**config.mk**
```make
export PLATFORM = sky130hd
export DESIGN_NAME = dmem_arbiter
export DESIGN_NICKNAME = d
export VERILOG_FILES = /design/src/rtl/dmem_arb_pkg.sv /design/src/rtl/dmem_byte_merge.sv /design/src/rtl/dmem_arbiter.sv
export SDC_FILE = /design/constraint.sdc
export NUM_CORES = 1
export LEC_CHECK = 0
export BUFFER_PORTS_ARGS = -buffer_cell sky130_fd_sc_hd__buf_2
export CAP_MARGIN = 20
export CORE_AREA = 3 3 235 237
export DETAILED_ROUTE_END_ITERATION = 8
export DIE_AREA = 0 0 238 240
export SETUP_SLACK_MARGIN = 0.05
export SYNTH_ARGS = -nofsm -noshare
export SYNTH_HDL_FRONTEND = slang
export SYNTH_HIERARCHICAL = 1
export SYNTH_SLANG_ARGS = --single-unit
```
**constraint.sdc**
```tcl
create_clock -name clk -period 2.9 [get_ports clk]
set_clock_uncertainty 0.15 [all_clocks]
set_input_delay 0.58 -clock clk [delete_from_list [all_inputs] [get_ports clk]]
set_output_delay 0.58 -clock clk [all_outputs]
set_load 0.03 [all_outputs]
```
**src/rtl/dmem_arb_pkg.sv**
```systemverilog
// Shared types and helpers for the two-port data-memory arbiter.
// Lane merge helper is sized for the widest supported data path (64 bits).
package dmem_arb_pkg;

   typedef enum logic {ARB_IDLE = 1'b0, ARB_RMW = 1'b1} arb_state_e;

   localparam int unsigned MAX_DATA_W = 64;
   localparam int unsigned MAX_BE_W   = MAX_DATA_W / 8;
   localparam logic [MAX_BE_W-1:0] BE_FULL = '1;

   function automatic logic [MAX_DATA_W-1:0] byte_merge(
      input logic [MAX_DATA_W-1:0] old_data,
      input logic [MAX_DATA_W-1:0] new_data,
      input logic [MAX_BE_W-1:0]   be
   );
      logic [MAX_DATA_W-1:0] r;
      for (int i = 0; i < MAX_BE_W; i++) begin
         r[i*8 +: 8] = be[i] ? new_data[i*8 +: 8] : old_data[i*8 +: 8];
      end
      return r;
   endfunction

endpackage

```
**src/rtl/dmem_byte_merge.sv**
```systemverilog
// Combinational per-byte merge of new store data over the current memory word.
module dmem_byte_merge
   import dmem_arb_pkg::*;
#(
   parameter int unsigned DATA_W = 64
) (
   input  logic [DATA_W-1:0]   old_data,
   input  logic [DATA_W-1:0]   new_data,
   input  logic [DATA_W/8-1:0] be,
   output logic [DATA_W-1:0]   merged
);

   // Narrower paths are zero-extended into the 64-bit helper and trimmed back.
   assign merged = DATA_W'(byte_merge(MAX_DATA_W'(old_data), MAX_DATA_W'(new_data),
                                      MAX_BE_W'(be)));

endmodule

```
**src/rtl/dmem_arbiter.sv**
```systemverilog
// Two-port arbiter for a single-ported word-write data memory, with RMW byte stores.
// Define DMEM_ARB_RR_EN for round-robin arbitration; default is fixed priority port 0 > port 1.
module dmem_arbiter
   import dmem_arb_pkg::*;
#(
   parameter int unsigned ADDR_W = 64,
   parameter int unsigned DATA_W = 64
) (
   input  logic                clk,
   input  logic                rst_n,
   input  logic                p0_req,
   input  logic                p0_we,
   input  logic [ADDR_W-1:0]   p0_addr,
   input  logic [DATA_W-1:0]   p0_wdata,
   input  logic [DATA_W/8-1:0] p0_be,
   output logic                p0_ready,
   output logic                p0_rvalid,
   output logic [DATA_W-1:0]   p0_rdata,
   input  logic                p1_req,
   input  logic                p1_we,
   input  logic [ADDR_W-1:0]   p1_addr,
   input  logic [DATA_W-1:0]   p1_wdata,
   input  logic [DATA_W/8-1:0] p1_be,
   output logic                p1_ready,
   output logic                p1_rvalid,
   output logic [DATA_W-1:0]   p1_rdata,
   output logic                mem_we,
   output logic [ADDR_W-1:0]   mem_a,
   output logic [DATA_W-1:0]   mem_wd,
   input  logic [DATA_W-1:0]   mem_rd,
   output arb_state_e          dbg_state
);

   // Handshake: a request (req plus payload) is held until ready; ready is the
   // combinational grant and the transfer happens on the clock edge where both are high.
   localparam int unsigned BE_W = DATA_W / 8;

   arb_state_e          state, state_d;
   logic [ADDR_W-1:0]   lat_addr;
   logic [DATA_W-1:0]   lat_wdata;
   logic [BE_W-1:0]     lat_be;
   logic [DATA_W-1:0]   merged;

   logic                any_req, sel_p1, sel_we, sel_full, accept;
   logic [ADDR_W-1:0]   sel_addr;
   logic [DATA_W-1:0]   sel_wdata;
   logic [BE_W-1:0]     sel_be;

   assign any_req = p0_req | p1_req;

`ifdef DMEM_ARB_RR_EN
   logic rr_last;   // port granted most recently; the other one wins a tie

   assign sel_p1 = p1_req && (!p0_req || !rr_last);

   always_ff @(posedge clk or negedge rst_n) begin
      if (!rst_n) begin
         rr_last <= 1'b1;
      end else if (accept) begin
         rr_last <= sel_p1;
      end
   end
`else
   // Port 1 only gets through when port 0 is quiet and can starve.
   assign sel_p1 = p1_req && !p0_req;
`endif

   assign sel_we    = sel_p1 ? p1_we    : p0_we;
   assign sel_addr  = sel_p1 ? p1_addr  : p0_addr;
   assign sel_wdata = sel_p1 ? p1_wdata : p0_wdata;
   assign sel_be    = sel_p1 ? p1_be    : p0_be;
   assign sel_full  = (sel_be == BE_FULL[BE_W-1:0]);
   assign dbg_state = state;

   dmem_byte_merge #(.DATA_W(DATA_W)) u_merge (
      .old_data (mem_rd),
      .new_data (lat_wdata),
      .be       (lat_be),
      .merged   (merged)
   );

   always_comb begin
      state_d  = state;
      accept   = 1'b0;
      p0_ready = 1'b0;
      p1_ready = 1'b0;
      mem_we   = 1'b0;
      mem_a    = '0;
      mem_wd   = '0;
      // Gating on rst_n drops a pending RMW write the instant reset asserts.
      if (rst_n) begin
         case (state)
            ARB_IDLE: begin
               if (any_req) begin
                  accept   = 1'b1;
                  p0_ready = !sel_p1;
                  p1_ready = sel_p1;
                  mem_a    = sel_addr;
                  if (sel_we && sel_full) begin
                     mem_we = 1'b1;
                     mem_wd = sel_wdata;
                  end else if (sel_we && (sel_be != '0)) begin
                     state_d = ARB_RMW;
                  end
               end
            end
            ARB_RMW: begin
               mem_a   = lat_addr;
               mem_we  = 1'b1;
               mem_wd  = merged;
               state_d = ARB_IDLE;
            end
            default: state_d = ARB_IDLE;
         endcase
      end
   end

   always_ff @(posedge clk or negedge rst_n) begin
      if (!rst_n) begin
         state     <= ARB_IDLE;
         p0_rvalid <= 1'b0;
         p1_rvalid <= 1'b0;
         p0_rdata  <= '0;
         p1_rdata  <= '0;
         lat_addr  <= '0;
         lat_wdata <= '0;
         lat_be    <= '0;
      end else begin
         state     <= state_d;
         p0_rvalid <= accept && !sel_p1 && !sel_we;
         p1_rvalid <= accept && sel_p1 && !sel_we;
         if (accept && !sel_p1 && !sel_we) p0_rdata <= mem_rd;
         if (accept && sel_p1 && !sel_we)  p1_rdata <= mem_rd;
         if (state == ARB_IDLE && state_d == ARB_RMW) begin
            lat_addr  <= sel_addr;
            lat_wdata <= sel_wdata;
            lat_be    <= sel_be;
         end
      end
   end

endmodule

```
==> run summary <==
Dominant cell by count in the synthesized netlist -> dfrtp_1
MaxCap Viol Count -> 0
Endpoints failing hold -> 0
Max incr delay on CP -> 600 ps
Asr flop ratio synth -> 100%
Rows -> 85
Clock sink count -> 267
Area Overhead vs Synth -> 51.4%
Reg2Reg Depth -> 6
Top cell type by total area after synthesis -> dfrtp_1
Worst Setup EP -> mem_wd[17]
Die X-Extent -> 238 um
Initial Util -> 26.3%
Crit path from -> p0_be[2]
Library cells used by synthesis -> 28
Post-synthesis instance area -> 0.0140 mm2
Worst IR Drop VDD -> 0.000462 V
Later-pin clock latency in the skew report -> 570 ps
RSZ-0062 raised after global routing -> yes
Cell area after layout -> 0.0213 mm2
Fin util -> 39.8%
Worst-path fanout max -> 6
Fin cells -> 2653
Post-synth EDFFs -> 0
Pwr Total -> 14.3 mW
Fmax -> 0.315 GHz
Critical R2R Capture -> lat_be[3]$_DFFE_PN0P_
H-tree Lvls -> 1
CP startpoint kind -> input port
Share of the synthesized area in the top cell type -> 47.6%
DR vias -> 12000
Die Y -> 240 um
PD cells -> 673 mW/mm2
Leak Pwr -> 10.8 nW
Antenna viol nets, final -> 0
Worst slew margin -> 40.6%
Die area -> 0.0571 mm2
WP depth -> 10
Failing checks -> setup timing
CP Class -> input port to output port
CTS tree -> built
Total GRT Usage -> 16.5%
TritonRoute pass-1 iters -> 4
Synth Instances -> 1245
Grt total ovfl -> 0
Placed cells -> 2578
Most frequent cells after synthesis -> dfrtp_1 (267), mux2i_1 (256), nand2_1 (154)
IO Pins -> 604
Post-DP HPWL -> 37800 um
Core ar. -> 0.0535 mm2
Crit path DAT -> 2440 ps
Post-synthesis sequential area ratio -> 47.6%
Overall routed net length -> 49900 um
Number of synthesized register bits -> 267
CP Capture Type -> output port
Largest cells by area after synthesis -> dfrtp_1 (48%), mux2i_1 (18%), mux2_2 (11%)
Gpl congestion -> 0.837
Pins Over Slew Limit -> 0
Worst-Margin Slew -> 891 ps
Buf/Inv on CP -> 5
Share of cells above drive strength 1 -> 54.4%
Routed wire per std cell -> 18.8 um
CTS clk-pin slew, worst paths -> 60 ps
Routed vias/inst -> 4.52
Fin crit share -> 109%
Dpl cell area -> 0.0194 mm2
Syn_nets -> 1587
Largest net degree at the start of global routing -> 140
Reg-to-reg setup timing slack -> 640 ps
Initial antenna violation count -> 3
Min Tclk post-route -> 3170 ps
Setup slack after layout -> -271 ps
DRC errors left -> 0
Nets -> 2276
Outcome -> complete, but fails checks
Pre-CTS WS -> -412 ps
Initial DRC Count -> 358
Post-Syn Area per Cell -> 11.3 um2
CP max-delay cell -> or4b_4
Vias in the first global route -> 12800
CTS max path bufs -> 3
RR Startpoint -> dbg_state$_DFF_PN0_
Cts bufs inserted -> 31
Kind of cell adding the most delay to the critical path -> simple AND/OR/NAND/NOR gates
YS warnings -> 6
Clk root buf -> clkbuf_16
Main flop type after synthesis -> dfrtp_1
Worst Hold Class -> input port to register
Port bufs -> 603
Final Setup Violations -> 64
First-pass GRT wire length -> 74200 um
CP required -> 2170 ps
Critical path cell sequence -> buf_6, nand4_1, or4b_4, o31ai_4, nand3_4, buf_12, buf_16, buf_12, o21ai_4, buf_6
-- cell usage in the layout (no fill, tap or decap), drive strengths merged, types with 2 or more instances in the layout --
cell type | synthesis | layout
nor3 | 2 | 2
clkinvlp | 0 | 2
buf | 43 | 731
diode | 0 | 2
nand4 | 4 | 4
nand2b | 2 | 2
bufinv | 0 | 3
mux2 | 200 | 200
nor2 | 5 | 5
nand3 | 4 | 4
clkinv | 0 | 7
nand2 | 154 | 154
dlygate4sd3 | 0 | 2
nor4 | 4 | 4
dfrtp | 267 | 267
a21oi | 2 | 2
inv | 130 | 131
mux2i | 256 | 256
clkbuf | 37 | 44
o21ai | 128 | 128
-- worst min-delay path by stage --
stage | startpoint | to | slack (ps) | cells past startpoint
after global placement | rst_n | dbg_state$_DFF_PN0_ | 220 | 1
after floorplan | rst_n | dbg_state$_DFF_PN0_ | 130 | 0
after detailed placement | rst_n | dbg_state$_DFF_PN0_ | 230 | 1
final | mem_rd[37] | p0_rdata[37]$_DFFE_PN0P_ | 110 | 2
after global routing | mem_rd[37] | p0_rdata[37]$_DFFE_PN0P_ | 100 | 2
after CTS | rst_n | lat_be[0]$_DFFE_PN0P_ | 4 | 2
-- state kept, by name, summed over array words and instances, names as in the netlist --
name and cells:
p1_rdata 64, dbg_state 1, p0_rdata 64, p1_rvalid 1, lat_be 8, p0_rvalid 1, lat_addr 64, lat_wdata 64
-- timing repair --
item | CTS | global route
cloned | 4 | 2
hold buffers | 1 | 1
resized for setup | 157 | 16
endpoints found under the setup margin | 104 | 87
hold endpoints to repair | 2 | 6
setup buffers | 10 | 3
pin swaps | 13 | 7
-- layer usage --
layer	track usage, %	routed length [um]	vias to the layer above
met5	0	11	-
met4	4.98	1430	2
met3	2.70	2560	74
met2	29.2	25100	359
met1	20.6	20700	5952
li1	-	-	5610
-- report_power, final --
group / switching (mW) / total (mW) / internal (mW)
clock network: 1.60 / 3.90 / 2.30
registers: 0.689 / 5.43 / 4.74
logic: 2.86 / 4.99 / 2.13
total: 5.15 / 14.3 / 9.17
-- cells by family after synthesis --
| group | after synthesis | synth area share, % |
|---|---|---|
| and+or+nand+nor | 180 | 5.22 |
| DFF | 267 | 47.6 |
| buffers and inverters | 210 | 6.41 |
| muxes | 456 | 36.0 |
| AOI/OAI and AO/OA | 132 | 4.78 |
-- final cells by class --
| cell class | count | area (um2) |
|---|---|---|
| inverters | 130 | 488 |
| multi-input cells | 768 | 7250 |
| diodes | 2 | 5.00 |
| fillers | 5137 | 32200 |
| clock buffers | 41 | 843 |
| repair buffers | 736 | 4970 |
| flip-flops and latches | 267 | 6680 |
| well taps | 696 | 871 |
| clock inverters | 13 | 156 |
-- worst register-to-register path: stages, from the launching register on --
cell      delay (ps)
dfrtp_2          470
nand2b_1         200
a21oi_1          190
nand3_1          180
nor2_4           210
buf_12           310
mux2_2           450
-- per-stage QoR --
stage,setup TNS [ps],hold WS (ps)
after CTS,-19200,3.65
after global routing,-20880,97.3
after floorplan,0,134
after detailed placement,-20580,226
after global placement,-18170,225
final,-14300,114
Note: power is estimated with default switching activity, not from simulation.
